==> src/rtl/video_port_regs_pkg.sv <==
// Shared constants for the video adapter I/O front end: port addresses,
// CRTC register indices, DAC phase encoding and the 6->8 bit colour expansion.
package video_port_regs_pkg;

   localparam logic [15:0] PORT_DAC_RD_IDX = 16'h03C7;
   localparam logic [15:0] PORT_DAC_WR_IDX = 16'h03C8;
   localparam logic [15:0] PORT_DAC_DATA   = 16'h03C9;
   localparam logic [15:0] PORT_CRTC_IDX   = 16'h03D4;
   localparam logic [15:0] PORT_CRTC_DATA  = 16'h03D5;
   localparam logic [15:0] PORT_MODE       = 16'h03D8;
   localparam logic [15:0] PORT_STATUS     = 16'h03DA;

   localparam logic [4:0] CRTC_CUR_START  = 5'h0A;
   localparam logic [4:0] CRTC_CUR_END    = 5'h0B;
   localparam logic [4:0] CRTC_CUR_POS_HI = 5'h0E;
   localparam logic [4:0] CRTC_CUR_POS_LO = 5'h0F;

   typedef enum logic [1:0] {
      PH_R = 2'd0,
      PH_G = 2'd1,
      PH_B = 2'd2
   } dac_phase_t;

   // Replicating the top bits makes 6'h3F map to full-scale 8'hFF.
   function automatic logic [7:0] expand6(input logic [5:0] c6);
      return {c6, c6[5:4]};
   endfunction

endpackage

==> src/rtl/video_port_regs_if.sv <==
// CPU I/O port bus: address, write data, one-cycle strobes and registered read data.
interface video_port_regs_if;
   logic [15:0] port_addr;
   logic [7:0]  port_out;
   logic        port_write;
   logic        port_read;
   logic [7:0]  port_in;

   modport master (
      output port_addr, port_out, port_write, port_read,
      input  port_in
   );

   modport slave (
      input  port_addr, port_out, port_write, port_read,
      output port_in
   );
endinterface

==> src/rtl/video_port_regs_dac.sv <==
// DAC palette port sequencer: write/read indices, R/G/B phase FSMs and the
// assembly of 32-bit palette words from three 6-bit component writes.
module vga_dac_port
   import video_port_regs_pkg::*;
(
   input  logic        clock_25,
   input  logic        reset_n,
   input  logic        wr_idx_load,
   input  logic        rd_idx_load,
   input  logic        data_write,
   input  logic        data_read,
   input  logic [7:0]  wdata,
   output logic [7:0]  wr_idx,
   output logic [7:0]  rd_data,
   output logic        dac_we,
   output logic [7:0]  dac_waddr,
   output logic [31:0] dac_wdata,
   output logic [7:0]  dac_raddr,
   input  logic [31:0] dac_rdata
);

   dac_phase_t  wphase_reg, wphase_next;
   dac_phase_t  rphase_reg, rphase_next;
   logic [7:0]  wr_idx_reg;
   logic [7:0]  rd_idx_reg;
   logic [7:0]  raddr_reg;
   logic [5:0]  red_reg, green_reg;
   logic [5:0]  rd_green_reg, rd_blue_reg;
   logic        dac_we_reg;
   logic [7:0]  dac_waddr_reg;
   logic [31:0] dac_wdata_reg;
   logic        unused_rdata_bits;

   always_ff @(posedge clock_25 or negedge reset_n) begin
      if (!reset_n) begin
         wphase_reg <= PH_R;
         rphase_reg <= PH_R;
      end else begin
         wphase_reg <= wphase_next;
         rphase_reg <= rphase_next;
      end
   end

   always_comb begin
      wphase_next = wphase_reg;
      rphase_next = rphase_reg;
      if (wr_idx_load) begin
         wphase_next = PH_R;
      end else if (data_write) begin
         case (wphase_reg)
            PH_R:    wphase_next = PH_G;
            PH_G:    wphase_next = PH_B;
            default: wphase_next = PH_R;
         endcase
      end
      if (rd_idx_load) begin
         rphase_next = PH_R;
      end else if (data_read) begin
         case (rphase_reg)
            PH_R:    rphase_next = PH_G;
            PH_G:    rphase_next = PH_B;
            default: rphase_next = PH_R;
         endcase
      end
   end

   // The word is captured on the R read and the next index is requested on the
   // G read, so a back-to-back R read of the following entry finds its data ready.
   always_ff @(posedge clock_25 or negedge reset_n) begin
      if (!reset_n) begin
         wr_idx_reg    <= 8'h00;
         rd_idx_reg    <= 8'h00;
         raddr_reg     <= 8'h00;
         red_reg       <= 6'h00;
         green_reg     <= 6'h00;
         rd_green_reg  <= 6'h00;
         rd_blue_reg   <= 6'h00;
         dac_we_reg    <= 1'b0;
         dac_waddr_reg <= 8'h00;
         dac_wdata_reg <= 32'h0000_0000;
      end else begin
         dac_we_reg <= 1'b0;
         if (wr_idx_load) begin
            wr_idx_reg <= wdata;
         end else if (data_write) begin
            case (wphase_reg)
               PH_R: red_reg   <= wdata[5:0];
               PH_G: green_reg <= wdata[5:0];
               default: begin
                  dac_we_reg    <= 1'b1;
                  dac_waddr_reg <= wr_idx_reg;
                  dac_wdata_reg <= {8'h00, expand6(red_reg), expand6(green_reg),
                                    expand6(wdata[5:0])};
                  wr_idx_reg    <= wr_idx_reg + 8'd1;
               end
            endcase
         end

         if (rd_idx_load) begin
            rd_idx_reg <= wdata;
            raddr_reg  <= wdata;
         end else if (data_read) begin
            case (rphase_reg)
               PH_R: begin
                  rd_green_reg <= dac_rdata[15:10];
                  rd_blue_reg  <= dac_rdata[7:2];
               end
               PH_G:    raddr_reg  <= rd_idx_reg + 8'd1;
               default: rd_idx_reg <= rd_idx_reg + 8'd1;
            endcase
         end
      end
   end

   always_comb begin
      rd_data = 8'h00;
      case (rphase_reg)
         PH_R:    rd_data = {2'b00, dac_rdata[23:18]};
         PH_G:    rd_data = {2'b00, rd_green_reg};
         default: rd_data = {2'b00, rd_blue_reg};
      endcase
   end

   assign unused_rdata_bits = ^{dac_rdata[31:24], dac_rdata[17:16],
                                dac_rdata[9:8], dac_rdata[1:0]};

   assign wr_idx    = wr_idx_reg;
   assign dac_we    = dac_we_reg;
   assign dac_waddr = dac_waddr_reg;
   assign dac_wdata = dac_wdata_reg;
   assign dac_raddr = raddr_reg;

endmodule

==> src/rtl/video_port_regs.sv <==
// CPU I/O front end for the video adapter: port decode, CRTC cursor registers,
// mode register, status port and the read-data mux.
module video_port_regs
   import video_port_regs_pkg::*;
#(
   parameter logic [5:0] CUR_LO_RST = 6'd14,
   parameter logic [4:0] CUR_HI_RST = 5'd15
) (
   input  logic               clock_25,
   input  logic               reset_n,
   video_port_regs_if.slave   bus,
   input  logic               vs_in,
   input  logic               de_in,
   output logic [10:0]        cursor,
   output logic [5:0]         cursor_shape_lo,
   output logic [4:0]         cursor_shape_hi,
   output logic [1:0]         videomode,
   output logic               dac_we,
   output logic [7:0]         dac_waddr,
   output logic [31:0]        dac_wdata,
   output logic [7:0]         dac_raddr,
   input  logic [31:0]        dac_rdata
);

   logic       wr_crtc_idx, wr_crtc_data, wr_mode;
   logic       wr_dac_widx, wr_dac_ridx, wr_dac_data;
   logic       rd_accept, rd_dac_data;
   logic [4:0] crtc_idx_reg;
   logic [5:0] r0a_reg;
   logic [4:0] r0b_reg;
   logic [7:0] r0e_reg, r0f_reg;
   logic [1:0] mode_reg;
   logic [7:0] port_in_reg;
   logic [7:0] crtc_rd, rd_mux;
   logic [7:0] dac_wr_idx, dac_rd_data;

   assign wr_crtc_idx  = bus.port_write && (bus.port_addr == PORT_CRTC_IDX);
   assign wr_crtc_data = bus.port_write && (bus.port_addr == PORT_CRTC_DATA);
   assign wr_mode      = bus.port_write && (bus.port_addr == PORT_MODE);
   assign wr_dac_widx  = bus.port_write && (bus.port_addr == PORT_DAC_WR_IDX);
   assign wr_dac_ridx  = bus.port_write && (bus.port_addr == PORT_DAC_RD_IDX);
   assign wr_dac_data  = bus.port_write && (bus.port_addr == PORT_DAC_DATA);

   // A write in the same cycle wins; the read is dropped and port_in holds.
   assign rd_accept    = bus.port_read && !bus.port_write;
   assign rd_dac_data  = rd_accept && (bus.port_addr == PORT_DAC_DATA);

   always_ff @(posedge clock_25 or negedge reset_n) begin
      if (!reset_n) begin
         crtc_idx_reg <= 5'h00;
         r0a_reg      <= CUR_LO_RST;
         r0b_reg      <= CUR_HI_RST;
         r0e_reg      <= 8'h00;
         r0f_reg      <= 8'h00;
         mode_reg     <= 2'b00;
         port_in_reg  <= 8'h00;
      end else begin
         if (wr_crtc_idx) begin
            crtc_idx_reg <= bus.port_out[4:0];
         end
         if (wr_crtc_data) begin
            case (crtc_idx_reg)
               CRTC_CUR_START:  r0a_reg <= bus.port_out[5:0];
               CRTC_CUR_END:    r0b_reg <= bus.port_out[4:0];
               CRTC_CUR_POS_HI: r0e_reg <= bus.port_out;
               CRTC_CUR_POS_LO: r0f_reg <= bus.port_out;
               default: ;
            endcase
         end
         if (wr_mode) begin
            mode_reg <= bus.port_out[1:0];
         end
         if (rd_accept) begin
            port_in_reg <= rd_mux;
         end
      end
   end

   always_comb begin
      crtc_rd = 8'h00;
      case (crtc_idx_reg)
         CRTC_CUR_START:  crtc_rd = {2'b00, r0a_reg};
         CRTC_CUR_END:    crtc_rd = {3'b000, r0b_reg};
         CRTC_CUR_POS_HI: crtc_rd = r0e_reg;
         CRTC_CUR_POS_LO: crtc_rd = r0f_reg;
         default:         crtc_rd = 8'h00;
      endcase
   end

   always_comb begin
      rd_mux = 8'hFF;
      case (bus.port_addr)
         PORT_CRTC_IDX:   rd_mux = {3'b000, crtc_idx_reg};
         PORT_CRTC_DATA:  rd_mux = crtc_rd;
         PORT_MODE:       rd_mux = {6'b000000, mode_reg};
         PORT_DAC_WR_IDX: rd_mux = dac_wr_idx;
         PORT_DAC_DATA:   rd_mux = dac_rd_data;
         PORT_STATUS:     rd_mux = {4'b0000, vs_in, 2'b00, ~de_in};
         default:         rd_mux = 8'hFF;
      endcase
   end

   vga_dac_port u_dac (
      .clock_25    (clock_25),
      .reset_n     (reset_n),
      .wr_idx_load (wr_dac_widx),
      .rd_idx_load (wr_dac_ridx),
      .data_write  (wr_dac_data),
      .data_read   (rd_dac_data),
      .wdata       (bus.port_out),
      .wr_idx      (dac_wr_idx),
      .rd_data     (dac_rd_data),
      .dac_we      (dac_we),
      .dac_waddr   (dac_waddr),
      .dac_wdata   (dac_wdata),
      .dac_raddr   (dac_raddr),
      .dac_rdata   (dac_rdata)
   );

   assign bus.port_in      = port_in_reg;
   assign cursor           = {r0e_reg[2:0], r0f_reg};
   assign cursor_shape_lo  = r0a_reg;
   assign cursor_shape_hi  = r0b_reg;
   assign videomode        = mode_reg;

endmodule

==> src/flat_wrapper.sv <==
// flat-port wrapper written by rule: the top's interface ports become plain ports
module video_port_regs_flat import video_port_regs_pkg::*;
#(
   parameter logic [5:0] CUR_LO_RST = 6'd14,
   parameter logic [4:0] CUR_HI_RST = 5'd15
)
  (clock_25, reset_n, vs_in, de_in, cursor, cursor_shape_lo, cursor_shape_hi, videomode, dac_we, dac_waddr, dac_wdata, dac_raddr, dac_rdata, bus_port_addr, bus_port_out, bus_port_write, bus_port_read, bus_port_in);
  video_port_regs_if bus_i ();
  input  logic clock_25;
  input  logic reset_n;
  input  logic vs_in;
  input  logic de_in;
  output logic [10:0] cursor;
  output logic [5:0] cursor_shape_lo;
  output logic [4:0] cursor_shape_hi;
  output logic [1:0] videomode;
  output logic dac_we;
  output logic [7:0] dac_waddr;
  output logic [31:0] dac_wdata;
  output logic [7:0] dac_raddr;
  input  logic [31:0] dac_rdata;
  input wire logic [$bits(bus_i.port_addr)-1:0] bus_port_addr;
  input wire logic [$bits(bus_i.port_out)-1:0] bus_port_out;
  input wire logic [$bits(bus_i.port_write)-1:0] bus_port_write;
  input wire logic [$bits(bus_i.port_read)-1:0] bus_port_read;
  output wire logic [$bits(bus_i.port_in)-1:0] bus_port_in;
  assign bus_i.port_addr = bus_port_addr;
  assign bus_i.port_out = bus_port_out;
  assign bus_i.port_write = bus_port_write;
  assign bus_i.port_read = bus_port_read;
  assign bus_port_in = bus_i.port_in;
  video_port_regs #(.CUR_LO_RST(CUR_LO_RST), .CUR_HI_RST(CUR_HI_RST)) u_core (.clock_25(clock_25), .reset_n(reset_n), .bus(bus_i), .vs_in(vs_in), .de_in(de_in), .cursor(cursor), .cursor_shape_lo(cursor_shape_lo), .cursor_shape_hi(cursor_shape_hi), .videomode(videomode), .dac_we(dac_we), .dac_waddr(dac_waddr), .dac_wdata(dac_wdata), .dac_raddr(dac_raddr), .dac_rdata(dac_rdata));
endmodule
==> config.mk <==
export PLATFORM = sky130hd
export DESIGN_NAME = video_port_regs_flat
export DESIGN_NICKNAME = d
export VERILOG_FILES = /design/src/rtl/video_port_regs_pkg.sv /design/src/rtl/video_port_regs_if.sv /design/src/rtl/video_port_regs_dac.sv /design/src/rtl/video_port_regs.sv /design/src/flat_wrapper.sv
export SDC_FILE = /design/constraint.sdc
export NUM_CORES = 1
export LEC_CHECK = 0
export BUFFER_PORTS_ARGS = -buffer_cell sky130_fd_sc_hd__buf_2
export CORE_ASPECT_RATIO = 1.1
export CORE_MARGIN = 10
export CORE_UTILIZATION = 35
export DETAILED_ROUTE_END_ITERATION = 8
export PLACE_DENSITY = 0.58
export SLEW_MARGIN = 10
export SYNTH_ARGS = -nofsm -noshare
export SYNTH_HDL_FRONTEND = slang
export SYNTH_SLANG_ARGS = --single-unit
==> constraint.sdc <==
create_clock -name clock_25 -period 2.31 [get_ports clock_25]
set_input_delay 0.1155 -clock clock_25 [delete_from_list [all_inputs] [get_ports clock_25]]
set_output_delay 0.1155 -clock clock_25 [all_outputs]
set_load 0.01 [all_outputs]
==> results.tsv, run 1 <==
stage	metric	value	unit
pwr	relative contribution of sequential cells to total power	41.5	%
timing	Final Max Slew Viols	0	
routing	detailed-route vias per instance	5.04	
pwr	Design Power	5.12	mW
pwr	power per cell area	667	nW/um^2
logic_synthesis	largest area contributor in the synthesized netlist	dfrtp_1	
layout	post-route cell area	7680	sq um
worst_hold_path	worst min-delay path startpoint	bus_port_out[6]	
logic_synthesis	dominant cells by area after synthesis	dfrtp_1 47%, mux2_2 13%, mux2_4 4.5%	
placement	Post-Place Cells	844	
logic_synthesis	commonest cells in the netlist	114 x dfrtp_1, 70 x mux2_2, 26 x nor2_1	
critical_path	R2R Path Start	u_core.crtc_idx_reg[4]$_DFFE_PN0P_	
global_route	first-pass GRT wire length	27900	um
critical_path	kind of critical path	reg -> reg	
routing	DRC violation count after routing	0	
global_route	initial antenna violation count	0	
routing	routed length per instance	19.6	um
worst_hold_path	number of cells on the worst hold path	2	
critical_path	largest fanout on the critical path	6	
logic_synthesis	Avg Inst Size Synth	12.0	sq um
critical_path	required time of the critical path	2.61	ns
routing	vias after detailed routing	4484	
layout	Syn-to-layout area delta	26.8	%
layout	antenna cells	0	
worst_hold_path	Worst Hold Endpoint	u_core.r0e_reg[6]$_DFFE_PN0P_	
placement	Port Buf Inserts	120	
floorplan	effective utilization at floorplan	35.6	%
floorplan	Die Ht	158	um
logic_synthesis	dominant cell by count in the synthesized netlist	dfrtp_1	
layout	final non-filler cell total	889	
floorplan	number of placement rows	50	
clock_network	Max clock buf depth	2	
logic_synthesis	sequential element share of the synthesized area	50.2	%
global_route	largest net degree at the start of global routing	68	
status	run status	completed	
global_route	global-route usage over all layers	15.6	%
timing	worst hold margin	0.0463	ns
routing	antenna violation net count after detailed routing	0	
placement	placed wire-length estimate	12800	um
timing	setup slack of the critical path after layout	0.331	ns
layout	fillcell total	1614	
layout	final core utilization	45.1	%
logic_synthesis	Primary FF master, synth	dfrtp_1	
critical_path	reg-to-reg endpoint	u_core.cursor_shape_lo[0]$_DFFE_PN0P_	
timing	Final setup violation count	0	
pwr	Pleak	3.80	nW
pwr	switching share of total power	21.6	%
clock_network	Setup Buffers After CTS	0	
pwr	cell-internal power	4.02	mW
clock_network	CTS root buffer	clkbuf_16	
logic_synthesis	summed instance area of the synthesized netlist	6050	sq um
logic_synthesis	post-synthesis register bit count	121	
logic_synthesis	gate count of the mapped netlist	504	
clock_network	# hold bufs at CTS	13	
logic_synthesis	number of different library cells in the post-synthesis netlist	61	
placement	pre-CTS setup slack	0.152	ns
global_route	vias in the first global route	4799	
clock_network	count of clock tree sinks	121	
critical_path	Crit. End Element	flip-flop	
timing	Period Utilization, post-route	85.7	%
logic_synthesis	number of flops mapped to enable cells by yosys	0	
placement	global placement routability congestion	0.915	
floorplan	horizontal extent of the die	145	um
timing	final clock skew	0.00736	ns
layout	fraction of final layout cells sized beyond drive strength 1	44.6	%
pwr	logic gate share of total power	4.1	%
global_route	Congestion Overflow GR	0	
logic_synthesis	YS warnings	0	
pwr	worst ir drop on vdd	0.550	mV
logic_synthesis	Synth top area share	47.1	%
clock_network	clock input transition at the sequential cells of the worst setup and hold paths	0.06	ns
clock_network	Inserted Clock Buffers	17	
timing	unrepaired setup endpoints after global routing	no	
layout	flip-flop count of the largest register, all copies and words added	18	
run	number of violations of the max-capacitance limit	0	
floorplan	placeable core area	17000	sq um
timing	final worst path period need	1.98	ns
pwr	share of total power in the clock network	54.4	%
timing	final number of hold-violating endpoints	0	
clock_network	cells resized by post-CTS repair	0	
floorplan	number of top-level pins	143	
placement	placed instance area	6930	sq um
layout	final net count	706	
worst_hold_path	class of the worst hold path	in -> reg	
clock_network	Skew-Pair Late Insertion Delay	0.42	ns
routing	first-pass iteration count of the detailed router	5	
critical_path	signal arrival time at the worst endpoint	2.28	ns
clock_network	H-Tree Level Count	4	
logic_synthesis	fraction of synthesis flops using an asynchronous set or reset pin	100	%
critical_path	Startpoint Class	flip-flop	
routing	wire length after detailed routing	17400	um
pwr	P_sw	1.10	mW
timing	Fin Setup TNS	0	ns
timing	Max Clock Freq	505	MHz
clock_network	TritonCTS clock tree	done	
routing	DRC marker count from the first detailed-route iteration	324	
critical_path	worst reg2reg path depth	5	
floorplan	total die area	23000	sq um
critical_path	worst reg2reg setup slack	0.33	ns
==> cells in the final DEF (no fill, tap or decap), types with 17 or more instances in the layout <==
cell type,n
nand2_1,25
nand3_1,19
clkbuf_16,17
nor2_1,26
dfrtp_1,114
mux2_2,70
buf_2,119
buf_4,27
o21ai_0,17
a21oi_1,25
mux2_4,18
==> worst max-delay path, stage by stage, from the launching register on <==
cell and delay [ns]:
dfrtp_1 0.40, nand4b_1 0.26, nor4_4 0.46, and4bb_1 0.24, buf_4 0.18, mux2_4 0.31
==> how the worst max path moves through the flow <==
stage	startpoint	to	slack, ns	cells past startpoint
finish	u_core.crtc_idx_reg[4]$_DFFE_PN0P_	u_core.cursor_shape_lo[0]$_DFFE_PN0P_	0.33	5
global route	u_core.crtc_idx_reg[4]$_DFFE_PN0P_	u_core.r0e_reg[7]$_DFFE_PN0P_	0.24	5
CTS	u_core.crtc_idx_reg[4]$_DFFE_PN0P_	u_core.cursor_shape_lo[0]$_DFFE_PN0P_	0.32	5
detailed placement	bus_port_addr[13]	u_core.u_dac.green_reg[2]$_DFFE_PN0P_	0.15	6
global placement	bus_port_addr[13]	u_core.u_dac.green_reg[3]$_DFFE_PN0P_	0.19	6
floorplan	bus_port_addr[13]	u_core.cursor_shape_lo[0]$_DFFE_PN0P_	0.36	6
==> kinds of logic after synthesis <==
logic type / Yosys count / synth area share, %
flops: 121 / 50.2
xor+xnor: 13 / 1.88
other cells: 1 / 0.0620
buf+inv: 52 / 4.86
fa+ha+maj: 2 / 0.413
compound gates: 64 / 6.33
mux: 109 / 22.0
simple gates: 142 / 14.3
==> layer usage <==
metal | GRT usage, % | part of all wire (%)
met3 | 4.23 | 5.4
met5 | 0 | 0
met1 | 19.6 | 45
met2 | 25.2 | 47
met4 | 6.41 | 2.4
==> power by group through the flow <==
| stage | logic, mW | clock network (mW) | registers [mW] |
|---|---|---|---|
| after floorplan | 0.0661 | 0 | 2.16 |
| after global placement | 0.191 | 0 | 2.16 |
| after detailed placement | 0.195 | 0 | 2.16 |
| after CTS | 0.212 | 2.84 | 2.12 |
| after global routing | 0.233 | 2.95 | 2.12 |
| final | 0.210 | 2.79 | 2.12 |
==> layout make-up <==
type	instances	area, sq um	share of cell area, %
sequential	121	3040	39.6
multi-input combinational	338	2750	35.8
timing repair buffer	161	968	12.6
clock buffer	19	443	5.77
tap	234	293	3.81
clock inverter	13	176	2.30
inverter	3	11.3	0.147
Power figures use the tool's default switching activity.
==> run 2: changes to the inputs <==
Settings changed: CORE_UTILIZATION 35 to 54, PLACE_DENSITY 0.58 to 0.82.
Clock period 2.31 ns to 2.05 ns, I/O delays scaled along.
==> run 2 against run 1 <==
Effect of this change:
- utilization grew 24 points
- largest power group unchanged
- die area decreased by 31%
- critical endpoint is now u_core.bus.port_in[1]$_DFFE_PN0P_
- clock skew is essentially flat
- highest routed layer unchanged
- first-iteration DRC count grew 18%
- maximum frequency increased by 2.0%
- worst hold slack better by 0.0058 ns
==> results.tsv, run 2 (synthesis results as in run 1) <==
stage	metric	value	unit	change
critical_path	largest fanout on the critical path	14		was 6
critical_path	Startpoint Class	flip-flop		unchanged
floorplan	Die Ht	131	um	was 158 um
layout	flip-flop count of the largest register, all copies and words added	18		unchanged
global_route	global-route usage over all layers	20.8	%	was 15.6%
layout	final core utilization	69.2	%	was 45.1%
routing	DRC marker count from the first detailed-route iteration	382		was 324
clock_network	Skew-Pair Late Insertion Delay	0.42	ns	about the same
global_route	first-pass GRT wire length	25600	um	was 27900 um
clock_network	Inserted Clock Buffers	17		unchanged
floorplan	horizontal extent of the die	121	um	was 145 um
layout	area taken by multi-input logic gates	2750	sq um	unchanged
pwr	worst ir drop on vdd	0.480	mV	was 0.550 mV
layout	commonest cells after routing, fill and taps aside	119 x buf_2, 114 x dfrtp_1, 70 x mux2_2		unchanged
layout	fillcell total	751		was 1614
clock_network	cells resized by post-CTS repair	0		unchanged
critical_path	kind of cell with the highest combined delay on the critical path	compound AO/OA/AOI/OAI gates		was simple AND/OR/NAND/NOR gates
run	number of violations of the max-capacitance limit	0		unchanged
layout	final net count	709		was 706
global_route	vias in the first global route	4709		was 4799
global_route	initial antenna violation count	0		unchanged
clock_network	Setup Buffers After CTS	0		unchanged
placement	global placement routability congestion	0.945		was 0.915
routing	routed length per instance	20.4	um	was 19.6 um
timing	unrepaired setup endpoints after global routing	no		unchanged
placement	placed instance area	6840	sq um	was 6930 sq um
pwr	Pleak	3.81	nW	was 3.80 nW
timing	final number of hold-violating endpoints	0		unchanged
routing	vias after detailed routing	4664		was 4484
clock_network	TritonCTS clock tree	done		unchanged
timing	setup slack of the critical path after layout	0.109	ns	was 0.331 ns
routing	wire length after detailed routing	16400	um	was 17400 um
layout	most common library cell in the layout ignoring fill and taps	buf_2		unchanged
floorplan	placeable core area	11000	sq um	was 17000 sq um
layout	post-route cell area	7590	sq um	was 7680 sq um
timing	worst slew margin relative to its limit	50.6	%	
global_route	Congestion Overflow GR	0		unchanged
clock_network	H-Tree Level Count	4		unchanged
global_route	largest net degree at the start of global routing	57		was 68
timing	Max Clock Freq	515	MHz	was 505 MHz
clock_network	CTS root buffer	clkbuf_16		unchanged
clock_network	Max clock buf depth	2		unchanged
critical_path	cell type of the slowest stage on the worst timing path	a2111oi_0		was nor4_4
critical_path	required time of the critical path	2.32	ns	was 2.61 ns
placement	Post-Place Cells	760		was 844
floorplan	effective utilization at floorplan	55.2	%	was 35.6%
placement	Port Buf Inserts	120		unchanged
clock_network	count of clock tree sinks	121		unchanged
placement	pre-CTS setup slack	-0.0351	ns	was 0.152 ns
layout	Syn-to-layout area delta	25.4	%	was 26.8%
floorplan	total die area	15800	sq um	was 23000 sq um
timing	Final setup violation count	0		unchanged
critical_path	Crit. End Element	flip-flop		unchanged
routing	detailed-route vias per instance	5.79		was 5.04
placement	placed wire-length estimate	11700	um	was 12800 um
layout	area taken by flip-flops and latches	3040	sq um	unchanged
pwr	power per cell area	749	nW/um^2	was 667 nW/um^2
floorplan	number of top-level pins	143		unchanged
timing	final worst path period need	1.94	ns	was 1.98 ns
layout	fraction of final layout cells sized beyond drive strength 1	45.0	%	was 44.6%
routing	antenna violation net count after detailed routing	0		unchanged
critical_path	Bufs and invs on worst path	0		was 1
status	run status	completed		unchanged
timing	Tightest Pin Transition	0.722	ns	
timing	final clock skew	0.00774	ns	was 0.00736 ns
timing	Final Max Slew Viols	0		unchanged
routing	DRC violation count after routing	0		unchanged
layout	final non-filler cell total	806		was 889
worst_hold_path	class of the worst hold path	in -> reg		unchanged
critical_path	cell chain of the critical path	o21ai_0 > and3_1 > a2111oi_0 > a21oi_1		was nand4b_1 > nor4_4 > and4bb_1 > buf_4 > mux2_4
pwr	Design Power	5.69	mW	was 5.12 mW
routing	first-pass iteration count of the detailed router	5		unchanged
critical_path	longest individual stage delay on the worst path	0.64	ns	was 0.46 ns
clock_network	# hold bufs at CTS	13		unchanged
critical_path	signal arrival time at the worst endpoint	2.21	ns	was 2.28 ns
critical_path	kind of critical path	reg -> reg		unchanged
floorplan	number of placement rows	40		was 50
timing	Period Utilization, post-route	94.7	%	was 85.7%
clock_network	clock input transition at the sequential cells of the worst setup and hold paths	0.06	ns	about the same
==> run 2: report_power, final <==
group / leakage [nW] / switching (mW) / internal, mW
logic: 1.91 / 0.153 / 0.0809
registers: 1.61 / 0.000379 / 2.39
clock network: 0.292 / 1.11 / 1.95
total: 3.81 / 1.27 / 4.42
==> run 2: worst paths after layout <==
path | slack, ns | cells past startpoint | endpoint | start
max in group asynchronous | 1.07 | 3 | u_core.cursor_shape_hi[3]$_DFFE_PN1P_ | reset_n
hold / removal | 0.05 | 2 | u_core.r0f_reg[6]$_DFFE_PN0P_ | bus_port_out[6]
hold reg to reg | 0.50 | 2 | u_core.u_dac.dac_raddr[5]$_DFFE_PN0P_ | u_core.u_dac.dac_raddr[5]$_DFFE_PN0P_
setup / recovery | 0.11 | 4 | u_core.bus.port_in[1]$_DFFE_PN0P_ | u_core.u_dac.rphase_reg[1]$_DFFE_PN0P_
min in group asynchronous | 0.22 | 2 | u_core.r0f_reg[3]$_DFFE_PN0P_ | reset_n
setup reg to reg | 0.11 | 4 | u_core.bus.port_in[1]$_DFFE_PN0P_ | u_core.u_dac.rphase_reg[1]$_DFFE_PN0P_
==> run 2: per-layer routing <==
layer	vias to the layer above	track usage, %	share of wire, %
met1	2287	24.3	39
met5	-	0	0
met2	239	33.2	48
li1	2102	-	-
met3	36	7.90	9.3
met4	0	10.2	3.1
==> run 2: worst register-to-register path, cell delays in order, from the launching register on <==
cell and delay, ns:
dfrtp_1 0.59, o21ai_0 0.17, and3_1 0.23, a2111oi_0 0.64
a21oi_1 0.16
==> run 2: cell type report <==
type / instances / area share (%)
antenna: 1 / 0.0330
multi-input combinational: 338 / 36.2
clock inverter: 14 / 2.31
sequential: 121 / 40.0
tap: 147 / 2.42
timing repair buffer: 164 / 13.1
clock buffer: 18 / 5.79
inverter: 3 / 0.148
==> run 2: stage by stage <==
stage / hold WS, ns / TNS (ns)
after floorplan: -0.193 / 0
after global placement: 0.115 / 0
after detailed placement: 0.121 / -0.0351
after CTS: 0.0250 / 0
after global routing: 0.0395 / 0
final: 0.0521 / 0
==> run 3: changes to the inputs <==
Settings changed: PLACE_DENSITY 0.82 to 0.89.
==> run 3 against run 2 <==
Effect of this change:
- wire length up 2.1%
- critical path depth rose by 1
- non-clock buffer count is 2 higher
- first-iteration DRC count fell by 19%
- critical path type unchanged
- largest power group unchanged
- highest routed layer unchanged
==> results.tsv, run 3 (synthesis results as in run 1) <==
stage	metric	value	unit	change
pwr	power per cell area	737	nW/um^2	was 749 nW/um^2
timing	unrepaired setup endpoints after global routing	no		unchanged
placement	Port Buf Inserts	120		unchanged
status	run status	completed		unchanged
clock_network	clock input transition at the sequential cells of the worst setup and hold paths	0.06	ns	about the same
routing	antenna violation net count after detailed routing	0		unchanged
critical_path	Crit. End Element	flip-flop		unchanged
clock_network	H-Tree Level Count	4		unchanged
routing	DRC marker count from the first detailed-route iteration	308		was 382
layout	Syn-to-layout area delta	25.2	%	was 25.4%
critical_path	R2R Path Start	u_core.crtc_idx_reg[4]$_DFFE_PN0P_		was u_core.u_dac.rphase_reg[1]$_DFFE_PN0P_
layout	antenna cells	0		was 1
global_route	Congestion Overflow GR	0		unchanged
routing	vias after detailed routing	4691		was 4664
critical_path	required time of the critical path	2.35	ns	was 2.32 ns
critical_path	signal arrival time at the worst endpoint	2.24	ns	was 2.21 ns
layout	most common library cell in the layout ignoring fill and taps	buf_2		unchanged
clock_network	TritonCTS clock tree	done		unchanged
critical_path	first element of the critical path	u_core.crtc_idx_reg[4]$_DFFE_PN0P_		was u_core.u_dac.rphase_reg[1]$_DFFE_PN0P_
floorplan	number of top-level pins	143		unchanged
pwr	worst ir drop on vdd	0.642	mV	was 0.480 mV
global_route	vias in the first global route	4981		was 4709
layout	flip-flop count of the largest register, all copies and words added	18		unchanged
timing	Period Utilization, post-route	95.0	%	was 94.7%
routing	detailed-route vias per instance	5.81		was 5.79
clock_network	Max clock buf depth	2		unchanged
floorplan	Die Ht	131	um	unchanged
run	number of violations of the max-capacitance limit	0		unchanged
timing	final clock skew	0.00914	ns	was 0.00774 ns
layout	final core utilization	69.1	%	was 69.2%
timing	Final Max Slew Viols	0		unchanged
clock_network	count of clock tree sinks	121		unchanged
critical_path	worst reg2reg setup slack	0.10	ns	was 0.11 ns
pwr	Pleak	3.81	nW	about the same
timing	Tightest Pin Transition	0.618	ns	was 0.722 ns
critical_path	largest fanout on the critical path	8		was 14
global_route	initial antenna violation count	0		unchanged
floorplan	placeable core area	11000	sq um	unchanged
layout	final net count	711		was 709
clock_network	CTS root buffer	clkbuf_16		unchanged
layout	commonest cells after routing, fill and taps aside	119 x buf_2, 114 x dfrtp_1, 70 x mux2_2		unchanged
global_route	global-route usage over all layers	21.7	%	was 20.8%
floorplan	total die area	15800	sq um	unchanged
critical_path	kind of critical path	reg -> reg		unchanged
timing	Final setup violation count	0		unchanged
floorplan	number of placement rows	40		unchanged
clock_network	Skew-Pair Late Insertion Delay	0.42	ns	about the same
routing	first-pass iteration count of the detailed router	5		unchanged
clock_network	cells resized by post-CTS repair	0		unchanged
layout	post-route cell area	7580	sq um	was 7590 sq um
routing	DRC violation count after routing	0		unchanged
layout	final non-filler cell total	807		was 806
placement	placed instance area	6850	sq um	was 6840 sq um
clock_network	Inserted Clock Buffers	17		unchanged
worst_hold_path	class of the worst hold path	in -> reg		unchanged
placement	Post-Place Cells	761		was 760
layout	fraction of final layout cells sized beyond drive strength 1	45.0	%	about the same
pwr	Design Power	5.58	mW	was 5.69 mW
global_route	largest net degree at the start of global routing	121		was 57
worst_hold_path	worst min-delay path startpoint	bus_port_out[6]		unchanged
floorplan	horizontal extent of the die	121	um	unchanged
global_route	first-pass GRT wire length	26900	um	was 25600 um
timing	Max Clock Freq	514	MHz	was 515 MHz
floorplan	effective utilization at floorplan	55.2	%	unchanged
placement	placed wire-length estimate	11900	um	was 11700 um
timing	worst slew margin relative to its limit	58.8	%	was 50.6%
routing	wire length after detailed routing	16800	um	was 16400 um
timing	final number of hold-violating endpoints	0		unchanged
critical_path	Startpoint Class	flip-flop		unchanged
routing	routed length per instance	20.8	um	was 20.4 um
placement	global placement routability congestion	0.914		was 0.945
timing	final worst path period need	1.95	ns	was 1.94 ns
-- run 3: cell count changes in the layout (fill, tap and decap cells not counted) --
cell and change:
inv_6 +6, bufinv_16 -1, clkinv_4 -4, clkbuf_8 -1, diode_2 -1, clkinv_2 -1
buf_4 +1, dlygate4sd3_1 +1, clkinvlp_4 +1
-- run 3: cell type report --
| type | instances | area [sq um] |
|---|---|---|
| clock buffers | 17 | 425 |
| clock inverters | 15 | 165 |
| fillers | 779 | 3380 |
| inverters | 3 | 11.3 |
| multi-input cells | 338 | 2750 |
| flip-flops and latches | 121 | 3040 |
| well taps | 147 | 184 |
| repair buffers | 166 | 1010 |
-- run 3: critical path: stages (launching register included) --
cell and delay [ns]:
dfrtp_1 0.41, nand4b_1 0.28, nor4_4 0.37, buf_4 0.21, nand4b_4 0.20, mux2_2 0.34
-- run 3: path summary, 6_finish.rpt --
check	to	depth (start not counted)
setup / recovery	u_core.r0e_reg[5]$_DFFE_PN0P_	5
hold reg to reg	u_core.u_dac.dac_waddr[2]$_DFFE_PN0P_	1
min in group asynchronous	u_core.u_dac.red_reg[0]$_DFFE_PN0P_	3
setup reg to reg	u_core.r0e_reg[5]$_DFFE_PN0P_	5
hold / removal	u_core.r0e_reg[6]$_DFFE_PN0P_	2
max in group asynchronous	u_core.u_dac.dac_raddr[4]$_DFFE_PN0P_	3
-- run 3: through the flow --
step	setup TNS, ns	hold slack, ns	setup slack (ns)
global placement	0	-0.107	0.0441
floorplan	0	-0.193	0.113
finish	0	0.0351	0.103
global route	0	0.0244	0.0400
detailed placement	-0.576	-0.104	-0.0519
CTS	0	0.0260	0.0877
-- run 3: routing by layer --
layer | vias to the layer above | global-route usage, % | wire [um]
li1 | 2109 | - | -
met1 | 2352 | 25.3 | 6850
met2 | 195 | 37.0 | 8320
met3 | 35 | 6.95 | 1270
met4 | 0 | 7.46 | 344
met5 | - | 0 | 0
-- run 3: repair_timing --
| item | in CTS | in global routing |
|---|---|---|
| buffers inserted | 0 | 0 |
| hold buffers | 14 | 0 |
| hold endpoints to repair | 126 | 0 |
-- run 3: power by group --
group,leakage [nW],switching [mW],internal [mW],total [mW]
combinational,1.92,0.154,0.0800,0.234
clock,0.278,1.15,1.81,2.96
sequential,1.61,0.000394,2.39,2.39
total,3.81,1.30,4.28,5.58
